`src/rtl/mips_pkg.sv`:
```
// Shared definitions for the MIPS front end: address/instruction widths,
// reset vector, fetch stride and the {pc, instr} record carried by the fetch queue.
package mips_pkg;

  localparam int PC_W    = 16;
  localparam int INSTR_W = 16;
  localparam int PC_INC  = 2;
  localparam logic [PC_W-1:0] RESET_PC = 16'h0000;

  typedef struct packed {
    logic [PC_W-1:0]    pc;
    logic [INSTR_W-1:0] instr;
  } fetch_entry_t;

endpackage

```
`src/rtl/fetch_unit_if.sv`:
```
// Bus bundle of the fetch stage: redirect input from the core, the instruction
// memory request/response channels, the downstream instruction stream and the
// debug PC. master = fetch unit side, slave = core/memory side.
interface fetch_unit_if;
  import mips_pkg::*;

  logic               redirect_valid;
  logic [PC_W-1:0]    redirect_pc;
  logic               imem_req_valid;
  logic               imem_req_ready;
  logic [PC_W-1:0]    imem_req_addr;
  logic               imem_rsp_valid;
  logic [INSTR_W-1:0] imem_rsp_data;
  logic               out_valid;
  logic               out_ready;
  logic [INSTR_W-1:0] out_instr;
  logic [PC_W-1:0]    out_pc;
  logic [PC_W-1:0]    PC;

  modport master (
    input  redirect_valid, redirect_pc, imem_req_ready, imem_rsp_valid,
           imem_rsp_data, out_ready,
    output imem_req_valid, imem_req_addr, out_valid, out_instr, out_pc, PC
  );

  modport slave (
    output redirect_valid, redirect_pc, imem_req_ready, imem_rsp_valid,
           imem_rsp_data, out_ready,
    input  imem_req_valid, imem_req_addr, out_valid, out_instr, out_pc, PC
  );

endinterface

```
`src/rtl/fetch_queue.sv`:
```
// Small synchronous FIFO of fetch entries. A pop in the same cycle as flush
// is simply absorbed by the flush; flush also wins over push.
module fetch_queue
  import mips_pkg::*;
#(
  parameter int DEPTH = 4,
  localparam int CW = $clog2(DEPTH + 1)
) (
  input  logic         clk,
  input  logic         rst_n,
  input  logic         push,
  input  logic         pop,
  input  logic         flush,
  input  fetch_entry_t i_data,
  output fetch_entry_t o_head,
  output logic         full,
  output logic         empty,
  output logic [CW-1:0] count
);

  localparam int AW = $clog2(DEPTH);
  localparam logic [CW-1:0] FULL_CNT = CW'(DEPTH);

  fetch_entry_t     r_mem [DEPTH];
  logic [AW-1:0]    r_wr_ptr;
  logic [AW-1:0]    r_rd_ptr;
  logic [CW-1:0]    r_count;
  logic             w_push;
  logic             w_pop;

  assign w_push = push && !full && !flush;
  assign w_pop  = pop && !empty;

  assign full   = (r_count == FULL_CNT);
  assign empty  = (r_count == '0);
  assign count  = r_count;
  assign o_head = r_mem[r_rd_ptr];

  // Entry storage: written at the tail, no reset needed since empty masks it.
  always_ff @(posedge clk) begin
    if (w_push) r_mem[r_wr_ptr] <= i_data;
  end

  // Pointers and occupancy; DEPTH is a power of two so pointers wrap naturally.
  always_ff @(posedge clk or negedge rst_n) begin
    if (!rst_n) begin
      r_wr_ptr <= '0;
      r_rd_ptr <= '0;
      r_count  <= '0;
    end else if (flush) begin
      r_wr_ptr <= '0;
      r_rd_ptr <= '0;
      r_count  <= '0;
    end else begin
      if (w_push) r_wr_ptr <= r_wr_ptr + AW'(1);
      if (w_pop)  r_rd_ptr <= r_rd_ptr + AW'(1);
      case ({w_push, w_pop})
        2'b10:   r_count <= r_count + CW'(1);
        2'b01:   r_count <= r_count - CW'(1);
        default: r_count <= r_count;
      endcase
    end
  end

endmodule

```
`src/rtl/fetch_unit.sv`:
```
// Instruction fetch stage: issues sequential fetch addresses under a credit
// limit (queue occupancy + requests in flight never exceeds DEPTH), tags
// in-order responses with their PC, and drops responses that belong to the
// stream abandoned by a redirect.
module fetch_unit
  import mips_pkg::*;
#(
  parameter int DEPTH = 4
) (
  input  logic         clk,
  input  logic         rst_n,
  fetch_unit_if.master bus
);

  localparam int CW = $clog2(DEPTH + 1);
  localparam logic [CW:0] CREDIT = (CW + 1)'(DEPTH);

  logic [PC_W-1:0] r_fetch_pc;
  logic [PC_W-1:0] r_rsp_pc;
  logic [CW-1:0]   r_outstanding;
  logic [CW-1:0]   r_drop_cnt;

  logic [CW-1:0]   w_occ;
  logic [CW:0]     w_inflight;
  logic            w_full;
  logic            w_empty;
  logic            w_req_valid;
  logic            w_issue;
  logic            w_rsp_ok;
  logic            w_push;
  logic            w_pop;
  fetch_entry_t    w_head;
  fetch_entry_t    w_new;

  // Request is held low while in reset so nothing leaks out before the first edge.
  assign w_inflight  = {1'b0, w_occ} + {1'b0, r_outstanding};
  assign w_req_valid = rst_n && !bus.redirect_valid && (w_inflight < CREDIT);
  assign w_issue     = w_req_valid && bus.imem_req_ready;
  // A response with nothing outstanding is a protocol error and is ignored.
  assign w_rsp_ok    = bus.imem_rsp_valid && (r_outstanding != '0);
  assign w_push      = w_rsp_ok && (r_drop_cnt == '0) && !bus.redirect_valid && !w_full;
  assign w_pop       = !w_empty && bus.out_ready;
  assign w_new       = '{pc: r_rsp_pc, instr: bus.imem_rsp_data};

  assign bus.imem_req_valid = w_req_valid;
  assign bus.imem_req_addr  = r_fetch_pc;
  assign bus.PC             = r_fetch_pc;
  assign bus.out_valid      = !w_empty;
  assign bus.out_instr      = w_empty ? '0 : w_head.instr;
  assign bus.out_pc         = w_empty ? '0 : w_head.pc;

  fetch_queue #(.DEPTH(DEPTH)) u_queue (
    .clk    (clk),
    .rst_n  (rst_n),
    .push   (w_push),
    .pop    (w_pop),
    .flush  (bus.redirect_valid),
    .i_data (w_new),
    .o_head (w_head),
    .full   (w_full),
    .empty  (w_empty),
    .count  (w_occ)
  );

  // Fetch address: restart on redirect, otherwise advance on each accepted request.
  always_ff @(posedge clk or negedge rst_n) begin
    if (!rst_n)                  r_fetch_pc <= RESET_PC;
    else if (bus.redirect_valid) r_fetch_pc <= bus.redirect_pc;
    else if (w_issue)            r_fetch_pc <= r_fetch_pc + PC_W'(PC_INC);
  end

  // PC tag for the next kept response; follows the fetch stream in order.
  always_ff @(posedge clk or negedge rst_n) begin
    if (!rst_n)                  r_rsp_pc <= RESET_PC;
    else if (bus.redirect_valid) r_rsp_pc <= bus.redirect_pc;
    else if (w_push)             r_rsp_pc <= r_rsp_pc + PC_W'(PC_INC);
  end

  // Requests in flight: +1 per issue, -1 per legal response (no issue during redirect).
  always_ff @(posedge clk or negedge rst_n) begin
    if (!rst_n) r_outstanding <= '0;
    else        r_outstanding <= r_outstanding + CW'(w_issue) - CW'(w_rsp_ok);
  end

  // Stale responses still to discard; a redirect replaces the count because
  // outstanding already includes any earlier stale ones.
  always_ff @(posedge clk or negedge rst_n) begin
    if (!rst_n)                                 r_drop_cnt <= '0;
    else if (bus.redirect_valid)                r_drop_cnt <= r_outstanding - CW'(w_rsp_ok);
    else if (w_rsp_ok && (r_drop_cnt != '0))    r_drop_cnt <= r_drop_cnt - CW'(1);
  end

endmodule

```
`src/flat_wrapper.sv`:
```
// flat-port wrapper written by rule: the top's interface ports become plain ports
module fetch_unit_flat import mips_pkg::*;
#(
  parameter int DEPTH = 4
)
  (clk, rst_n, bus_redirect_valid, bus_redirect_pc, bus_imem_req_ready, bus_imem_rsp_valid, bus_imem_rsp_data, bus_out_ready, bus_imem_req_valid, bus_imem_req_addr, bus_out_valid, bus_out_instr, bus_out_pc, bus_PC);
  fetch_unit_if bus_i ();
  input  logic clk;
  input  logic rst_n;
  input wire logic [$bits(bus_i.redirect_valid)-1:0] bus_redirect_valid;
  input wire logic [$bits(bus_i.redirect_pc)-1:0] bus_redirect_pc;
  input wire logic [$bits(bus_i.imem_req_ready)-1:0] bus_imem_req_ready;
  input wire logic [$bits(bus_i.imem_rsp_valid)-1:0] bus_imem_rsp_valid;
  input wire logic [$bits(bus_i.imem_rsp_data)-1:0] bus_imem_rsp_data;
  input wire logic [$bits(bus_i.out_ready)-1:0] bus_out_ready;
  output wire logic [$bits(bus_i.imem_req_valid)-1:0] bus_imem_req_valid;
  output wire logic [$bits(bus_i.imem_req_addr)-1:0] bus_imem_req_addr;
  output wire logic [$bits(bus_i.out_valid)-1:0] bus_out_valid;
  output wire logic [$bits(bus_i.out_instr)-1:0] bus_out_instr;
  output wire logic [$bits(bus_i.out_pc)-1:0] bus_out_pc;
  output wire logic [$bits(bus_i.PC)-1:0] bus_PC;
  assign bus_i.redirect_valid = bus_redirect_valid;
  assign bus_i.redirect_pc = bus_redirect_pc;
  assign bus_i.imem_req_ready = bus_imem_req_ready;
  assign bus_i.imem_rsp_valid = bus_imem_rsp_valid;
  assign bus_i.imem_rsp_data = bus_imem_rsp_data;
  assign bus_i.out_ready = bus_out_ready;
  assign bus_imem_req_valid = bus_i.imem_req_valid;
  assign bus_imem_req_addr = bus_i.imem_req_addr;
  assign bus_out_valid = bus_i.out_valid;
  assign bus_out_instr = bus_i.out_instr;
  assign bus_out_pc = bus_i.out_pc;
  assign bus_PC = bus_i.PC;
  fetch_unit #(.DEPTH(DEPTH)) u_core (.clk(clk), .rst_n(rst_n), .bus(bus_i));
endmodule
```
`config.mk`:
```
export PLATFORM = sky130hd
export DESIGN_NAME = fetch_unit_flat
export DESIGN_NICKNAME = d
export VERILOG_FILES = /design/src/rtl/mips_pkg.sv /design/src/rtl/fetch_unit_if.sv /design/src/rtl/fetch_queue.sv /design/src/rtl/fetch_unit.sv /design/src/flat_wrapper.sv
export SDC_FILE = /design/constraint.sdc
export NUM_CORES = 1
export LEC_CHECK = 0
export CELL_PAD_IN_SITES_DETAIL_PLACEMENT = 1
export CELL_PAD_IN_SITES_GLOBAL_PLACEMENT = 1
export CORE_ASPECT_RATIO = 1.1
export CORE_MARGIN = 5
export CORE_UTILIZATION = 41
export CTS_CLUSTER_DIAMETER = 60
export DETAILED_ROUTE_END_ITERATION = 8
export MAX_ROUTING_LAYER = met4
export PLACE_DENSITY = 0.78
export SETUP_SLACK_MARGIN = 0.15
export SYNTH_ARGS = -nofsm -noshare
export SYNTH_HDL_FRONTEND = slang
export SYNTH_SLANG_ARGS = --single-unit
```
`constraint.sdc`:
```
create_clock -name clk -period 3 [get_ports clk]
set_input_delay 0.6 -clock clk [delete_from_list [all_inputs] [get_ports clk]]
set_output_delay 0.6 -clock clk [all_outputs]
set_load 0.02 [all_outputs]
```
Word level (Yosys, flattened, before mapping)
Memory sizes are Yosys's and may differ from the RTL's. Index checks and enable logic that the tools add are counted.

Order comparisons: 1. Reductions and logical operators: 25. Add/subtract/negate cells: 11. Equality and inequality tests: 3. Muxes and demuxes: 16.

Operators with widths (count): 16-bit 2-to-1 mux (6); 16-bit by 2-bit adder with 16-bit output (second input constant) (2); 1-bit logical AND (12); 2-bit nonzero test (5); 3-bit 2-to-1 mux (3); 3-bit nonzero test (3); 2-bit 2-to-1 mux (4); 3-bit logical NOT (2); 3-bit case mux with 2 select lines (1); 3-bit by 1-bit subtractor with 3-bit output (2); 3-bit by 1-bit subtractor with 3-bit output (second input constant) (2); 2-bit by 1-bit adder with 2-bit output (second input constant) (2); 3-bit by 3-bit adder with 4-bit output (1); 4-bit by 3-bit less-than comparator with 1-bit output (second input constant) (1); 3-bit by 1-bit adder with 3-bit output (1); 3-bit by 1-bit adder with 3-bit output (second input constant) (1); 3-bit == test (second input constant) (1); 1-bit logical NOT (3); 2-bit by 1-bit == test with 1-bit output (second input constant) (1); 2-bit == test (second input constant) (1); 1-bit 2-to-1 mux (2).

Output and inout bits: 66. Memory bits (writable): 128. Bits of input ports: 38. Flip-flop bits (word level): 45. Memories: 1. Word-level logic and storage cells: 64.

Memories: u_core.u_queue.r_mem (depth 4, bits a word 32, read ports 1, clocked after memory_dff 0, write ports 1, line fetch_queue.sv:24) `fetch_entry_t r_mem [DEPTH];`.

Depth between registers and ports, before layout
Gate-level depths: netlist of the first run.

Word-level depth: 10. Depth in mapped cells: 11.

By module
Synthesis of the first run repeated with hierarchy kept, for this count alone.

Cells, all modules: 535. Area total of the unflattened synthesis: 7803.7 µm².

By module, submodules not included: fetch_queue (cells each 233, area an instance 5228.8 µm², instances 1, seq. area each 4018.9 µm²); fetch_unit (cells each 302, area an instance 2575.0 µm², instances 1, seq. area each 950.9 µm²).

Worst setup path before layout of the first run
OpenSTA, ideal clock, no wires.

Path type: input to register. From: input port bus_redirect_valid. To: memory u_core.u_queue.r_mem[0][0] in the netlist's numbering, enable pin. Data required time: 2.608 ns. Stages on the path: 5. Slack: 0.080 ns. Data arrival time: 2.528 ns. Library setup time: 0.392 ns. Cell sequence: or3b_1 -> clkbuf_2 -> nor3_2 -> clkbuf_1 -> and2_1.

Word-level cells in the longest chain between the ends: 7.

Ends and longest elaborated chain: start, declared (line flat_wrapper.sv:10) `input wire logic [$bits(bus_i.redirect_valid)-1:0] bus_redirect_valid;`; 1-bit logical NOT (*) (line fetch_queue.sv:31, fetch_unit.sv:41); 1-bit logical AND (2 in a row) (line fetch_unit.sv:41) `assign w_push = w_rsp_ok && (r_drop_cnt == '0) && !bus.redirect_valid && !w_full;`; 1-bit logical AND (line fetch_queue.sv:31) `assign w_push = push && !full && !flush;`; 1-bit logical AND (*) (line fetch_queue.sv:31); 1-bit 2-to-1 mux (*) (line fetch_queue.sv:41) `if (w_push) r_mem[r_wr_ptr] <= i_data;`; 1-bit 2-to-1 mux (implied by the code) (*) (line fetch_queue.sv:41); end, declared (line fetch_queue.sv:24).

Mark *: on every way between the ends. The rest lies on a longest branch, timed or not.

Final worst setup path of the first run
From: register u_core.u_queue.r_rd_ptr[0]. To: output port bus_out_pc[0].

Word-level cells in the longest chain between the ends: 2.

Ends and longest elaborated chain: start, declared (line fetch_queue.sv:26) `logic [AW-1:0] r_rd_ptr;`; start signal, assigned (line fetch_queue.sv:56) `if (w_pop) r_rd_ptr <= r_rd_ptr + AW'(1);`; memory read 4 x 32 bit; 16-bit 2-to-1 mux (line fetch_unit.sv:50) `assign bus.out_pc = w_empty ? '0 : w_head.pc;`; end, declared (line flat_wrapper.sv:20) `output wire logic [$bits(bus_i.out_pc)-1:0] bus_out_pc;`.

No other way between the ends.

==> impl_metrics.env, run 1 <==
export IMPL_cts_root_buffer="clkbuf_16"
export IMPL_rr_worst_depth=8
export IMPL_grt_pass1_vias=5413
export IMPL_setup_ws_ps=225
export IMPL_maxCapViolCount=0
export IMPL_syn_cell_area_um2=7680
export IMPL_critPathMaxStageDelay_ps=470
export IMPL_crit_type="reg -> out"
export IMPL_place_ws_ps=34.6
export IMPL_diodes=0
export IMPL_fin_nets=681
export IMPL_hold_viol=0
export IMPL_tns_ps=0
export IMPL_clock_sinks=173
export IMPL_min_period_over_period=0.925
export IMPL_vdd_drop_max_mv=0.441
export IMPL_cts_tree="built"
export IMPL_die_area_um2=21600
export IMPL_path_max_fanout=19
export IMPL_cp_end_kind="primary output"
export IMPL_crit_slowest_cell="mux4_2"
export IMPL_htreeDepth=4
export IMPL_grt_overflow_total=0
export IMPL_antenna_left=0
export IMPL_synth_largest_area_cell="edfxtp_1"
export IMPL_drive_above_1_share=0.170
export IMPL_drt_iter0_drc=305
export IMPL_setup_viol=0
export IMPL_worstPathRequired_ps=2400
export IMPL_avgViaCountPerCell=5.54
export IMPL_min_period_ps=2770
export IMPL_fin_skew_ps=10.1
export IMPL_path_buf_inv=3
export IMPL_antenna_found_initial=0
export IMPL_ys_warn_count=0
export IMPL_clock_path_buffers=2
export IMPL_io_pins=104
export IMPL_worstPathArrival_ps=2170
export IMPL_synth_edf_count=128
export IMPL_ys_seq_elements=173
export IMPL_power_mw=7.81
export IMPL_drc=0
export IMPL_syn2layout_area_growth_pct=27.5
export IMPL_fmax_mhz=360
export IMPL_core_area_um2=18400
export IMPL_io_buffers=103
export IMPL_numCtsBuffers=17
export IMPL_synth_top_cells_by_area="edfxtp_1 (50%), dfrtp_1 (15%), mux4_2 (9.4%)"
export IMPL_synth_seq_area_share=0.647
export IMPL_vias=4890
export IMPL_hold_class="in -> async"
export IMPL_start_util=0.417
export IMPL_r2r_end="u_core.r_outstanding[2]"
export IMPL_grt_pass1_wl_mm=29.1
export IMPL_clkLatencyLatePin_ps=420
export IMPL_die_w_um=140
export IMPL_regToRegSetupSlack_ps=430
export IMPL_outcome="completed"
export IMPL_slew_violations=0
export IMPL_hpwl_mm=12.1
export IMPL_cp_start_kind="flop"
export IMPL_syn_inst=517
export IMPL_syn_nets=571
export IMPL_gp_congestion=0.783
export IMPL_path_delay_family="buffers and inverters"
export IMPL_p_per_area_nw_per_um2=798
export IMPL_rsz0062_at_grt="yes"
export IMPL_grt_max_degree=47
export IMPL_cts_clk_slew_worst_paths_ps=70
export IMPL_wl_per_cell_um=20.7
export IMPL_synth_cell_type_count=51
export IMPL_cts_hold_buf=0
export IMPL_p_leak_nw=3.81
export IMPL_synth_ff_type="edfxtp_1"
export IMPL_path_cells="buf_12 > buf_4 > mux4_2 > and2_1 > dlygate4sd2_1"
export IMPL_maxSlewHeadroom=0.485
export IMPL_synthArstFlopShare=0.260
export IMPL_drt_first_pass_iters=5
export IMPL_synth_area_per_cell_um2=14.8
export IMPL_track_usage=0.176
export IMPL_rows=52
export IMPL_reg2reg_from="u_core.r_outstanding[0]"
export IMPL_wirelength_mm=18.3
export IMPL_synth_top_cell_area_share=0.501
export IMPL_fp_dieH_um=154
export IMPL_worst_slew_pin_slew_ps=766
## synthesized netlist by cell type, drive strengths merged (2+ instances only)
cell    number
dfrtp       45
inv         20
a211oi       3
o31ai        6
nor2b        2
edfxtp     128
a21o         4
nand3       13
or4          5
o211ai       6
nor3b        2
a31oi        6
buf         23
mux4        32
nor2        14
a221o        6
and3         8
nand4        5
and2        40
nand2       32
xnor2        6
nor3         6
nor4         8
ha          14
mux2i        4
or3          6
o31a         2
clkbuf      18
nor4b        2
a21oi        6
and4         3
o311ai       8
o21ai       15
mux2         3
a31o         2
xor2         2
fa           2
## worst max-delay path by stage
stage / from / endpoint / slack [ps] / cells past startpoint
after floorplan: bus_redirect_valid / u_core.u_queue.count[2] / 210 / 9
after global placement: bus_redirect_valid / u_core.u_queue.count[0] / 120 / 6
final: u_core.u_queue.r_rd_ptr[0] / bus_out_pc[0] / 230 / 5
after global routing: u_core.u_queue.r_rd_ptr[0] / bus_out_pc[0] / 130 / 5
after CTS: u_core.u_queue.r_rd_ptr[0] / bus_out_pc[1] / 20 / 4
after detailed placement: u_core.r_outstanding[2] / u_core.r_outstanding[2] / 30 / 8
## kinds of logic after synthesis
group | share of synthesized area
AO/OA/AOI/OAI | 0.0647
multiplexers | 0.103
buffers and inverters | 0.0389
adder cells (fa/ha/maj) | 0.0280
flip-flops | 0.647
AND/OR/NAND/NOR | 0.108
XOR/XNOR | 0.00913
## final cells by class
class	count	area [um2]
Clock buffer	17	425
Clock inverter	15	234
Fill cell	1788	8620
Inverter	21	78.8
Multi-Input combinational cell	282	2440
Sequential cell	173	4970
Tap cell	243	304
Timing Repair Buffer	132	1340
## state kept, by name, indices dropped and copies added (netlist names)
register and flops:
u_core.r_drop_cnt 3, u_core.r_outstanding 3, u_core.bus.PC 16, u_core.u_queue.r_mem 128
u_core.u_queue.count 3, u_core.u_queue.r_wr_ptr 2, u_core.r_rsp_pc 16, u_core.u_queue.r_rd_ptr 2
## worst register-to-register path, delay by kind of cell (launching register included)
family | cells | cell delay [ps]
compound gates | 1 | 660
xor+xnor | 2 | 280
fa+ha+maj | 3 | 910
buf+inv | 2 | 190
flops | 1 | 410
## cell usage in the layout (no fill, tap or decap), types with 15 or more instances in the layout
master	netlist	final
dfrtp_1	45	44
buf_4	16	22
dlymetal6s2s_1	0	15
dlygate4sd2_1	0	18
edfxtp_1	128	128
mux4_2	32	32
nand2_1	32	32
o21ai_0	15	15
clkdlybuf4s50_1	0	69
clkbuf_16	0	17
and2_1	40	36
inv_1	20	20
## power breakdown
part           switching (mW)  internal [mW]
logic                    1.24           1.17
registers               0.210           2.75
clock network           0.949           1.50
## stage by stage
step                hold WS (ps)  instances  cell area, um2   util
CTS                          317        874            9680  0.526
global route                 359        883            9790  0.532
floorplan                    304        517            7690      -
global placement             492        842            9020  0.490
finish                       315        883            9790  0.532
detailed placement           515        842            9020  0.490
## what timing repair did
action                     CTS  global route
setup endpoints to repair   34            15
gates cloned                 0             0
hold endpoints to repair     0             0
pin swaps                    0             0
resized for setup           21            16
buffers inserted             0             9
## metal layers
layer / wire length, um / track usage / vias up
li1: - / - / 2198
met1: 7980 / 0.223 / 2494
met2: 9150 / 0.291 / 167
met3: 798 / 0.0308 / 31
met4: 321 / 0.0558 / 0
met5: 0 / - / -
Power figures use the tool's default switching activity.
==> run 2: changes to the inputs <==
--- a/config.mk
+++ b/config.mk
@@ -7,7 +7,7 @@
 export LEC_CHECK = 0
 export CELL_PAD_IN_SITES_DETAIL_PLACEMENT = 1
 export CELL_PAD_IN_SITES_GLOBAL_PLACEMENT = 1
-export CORE_ASPECT_RATIO = 1.1
+export CORE_ASPECT_RATIO = 2
 export CORE_MARGIN = 5
 export CORE_UTILIZATION = 41
 export CTS_CLUSTER_DIAMETER = 60
==> impl_metrics.env, run 2 (synthesized netlist as in run 1, its figures left out) <==
export IMPL_outcome="completed"
export IMPL_hold_class="in -> async"
export IMPL_hold_viol=0
export IMPL_fmax_mhz=369
export IMPL_clock_path_buffers=2
export IMPL_grt_max_degree=46
export IMPL_wl_per_cell_um=21.6
export IMPL_power_mw=7.45
export IMPL_numCtsBuffers=17
export IMPL_setup_viol=0
export IMPL_diodes=0
export IMPL_crit_type="reg -> out"
export IMPL_fp_dieH_um=204
export IMPL_cp_end_kind="primary output"
export IMPL_fin_nets=678
export IMPL_regMostFlops="u_core.u_queue.r_mem"
export IMPL_rsz0062_at_grt="no"
export IMPL_worstPathRequired_ps=2400
export IMPL_drt_iter0_drc=270
export IMPL_grt_overflow_total=0
export IMPL_avgViaCountPerCell=5.68
export IMPL_track_usage=0.186
export IMPL_min_period_over_period=0.904
export IMPL_core_area_um2=18400
export IMPL_layout_commonest_cell="edfxtp_1"
export IMPL_largest_register_ffs=128
export IMPL_syn2layout_area_growth_pct=25.9
export IMPL_die_w_um=107
export IMPL_htreeDepth=4
export IMPL_drive_above_1_share=0.163
export IMPL_drc=0
export IMPL_fin_skew_ps=17.8
export IMPL_drt_first_pass_iters=4
export IMPL_worst_slew_pin_slew_ps=728
export IMPL_most_common_layout_cells="edfxtp_1 (128), clkdlybuf4s50_1 (69), dfrtp_1 (44)"
export IMPL_wirelength_mm=18.4
export IMPL_antenna_left=0
export IMPL_cp_start_kind="flop"
export IMPL_worstPathArrival_ps=2110
export IMPL_start_util=0.417
export IMPL_hpwl_mm=13.1
export IMPL_die_area_um2=21700
export IMPL_min_period_ps=2710
export IMPL_vdd_drop_max_mv=0.373
export IMPL_clock_sinks=173
export IMPL_p_leak_nw=3.57
export IMPL_tns_ps=0
export IMPL_maxSlewHeadroom=0.511
export IMPL_reg2reg_from="u_core.r_drop_cnt[0]"
export IMPL_vias=4842
export IMPL_io_pins=104
export IMPL_maxCapViolCount=0
export IMPL_regToRegSetupSlack_ps=390
export IMPL_r2r_end="u_core.r_rsp_pc[10]"
export IMPL_rows=70
export IMPL_clkLatencyLatePin_ps=430
export IMPL_cts_tree="built"
export IMPL_gp_congestion=0.855
export IMPL_grt_pass1_vias=5475
export IMPL_antenna_found_initial=0
export IMPL_cts_root_buffer="clkbuf_16"
export IMPL_rr_worst_depth=6
export IMPL_cts_clk_slew_worst_paths_ps=70
export IMPL_io_buffers=103
export IMPL_grt_pass1_wl_mm=30.2
export IMPL_path_max_fanout=4
export IMPL_slew_violations=0
export IMPL_p_per_area_nw_per_um2=771
export IMPL_hold_slack_ps=390
[run 2: worst max path at each step]
| stage | to | start | cells after the start | slack, ps |
|---|---|---|---|---|
| 3_5_place_dp | u_core.r_outstanding[2] | u_core.r_outstanding[2] | 8 | -10 |
| 5_1_grt | bus_out_valid | u_core.u_queue.count[0] | 3 | 210 |
| 4_1_cts | bus_imem_req_valid | u_core.u_queue.count[2] | 4 | 10 |
| 6_report | bus_out_instr[13] | u_core.u_queue.r_rd_ptr[0] | 5 | 290 |
| 3_3_place_gp | u_core.u_queue.count[2] | bus_redirect_valid | 8 | 130 |
| 2_1_floorplan | u_core.u_queue.count[2] | bus_redirect_valid | 9 | 210 |
[run 2: metrics by stage]
stage / worst slack, ps / cells / util / area (um2)
6_report: 287 / 853 / 0.525 / 9660
3_5_place_dp: -14.7 / 817 / 0.492 / 9040
3_3_place_gp: 129 / 817 / 0.492 / 9040
4_1_cts: 12.2 / 851 / 0.522 / 9600
5_1_grt: 212 / 853 / 0.525 / 9660
2_1_floorplan: 210 / 517 / - / 7690
[run 2: cell type report]
cell class / instances / area [um2]
multi-input cells: 282 / 2450
well taps: 216 / 270
inverters: 21 / 78.8
clock inverters: 13 / 141
flip-flops and latches: 173 / 4970
repair buffers: 129 / 1320
fillers: 1809 / 8730
clock buffers: 19 / 433
[run 2: worst max-delay path, stage by stage, from the launching register on]
cell and delay, ps:
dfrtp_2 410, buf_12 120, buf_4 140, mux4_2 500
and2_1 180, dlygate4sd2_1 330
[run 2: repair_timing]
item / in CTS / in global routing
setup endpoints to repair: 34 / 5
pin swaps: 0 / 0
hold endpoints to repair: 0 / 0
hold buffers: 0 / 0
resized for setup: 34 / 3
setup buffers: 2 / 2
[run 2: power breakdown]
group	switching (mW)	leakage (nW)	internal [mW]	total (mW)
Clock	0.912	0.265	1.23	2.14
Sequential	0.205	1.70	2.75	2.95
Combinational	1.24	1.61	1.11	2.35
Total	2.36	3.57	5.09	7.45
[run 2: routing by layer]
layer  share of wire  global-route usage  up-vias
met3           0.032              0.0285       33
met2            0.57               0.339      130
met4           0.028              0.0814        0
li1                -                   -     2187
met1            0.37               0.195     2492
met5               0                   -        -
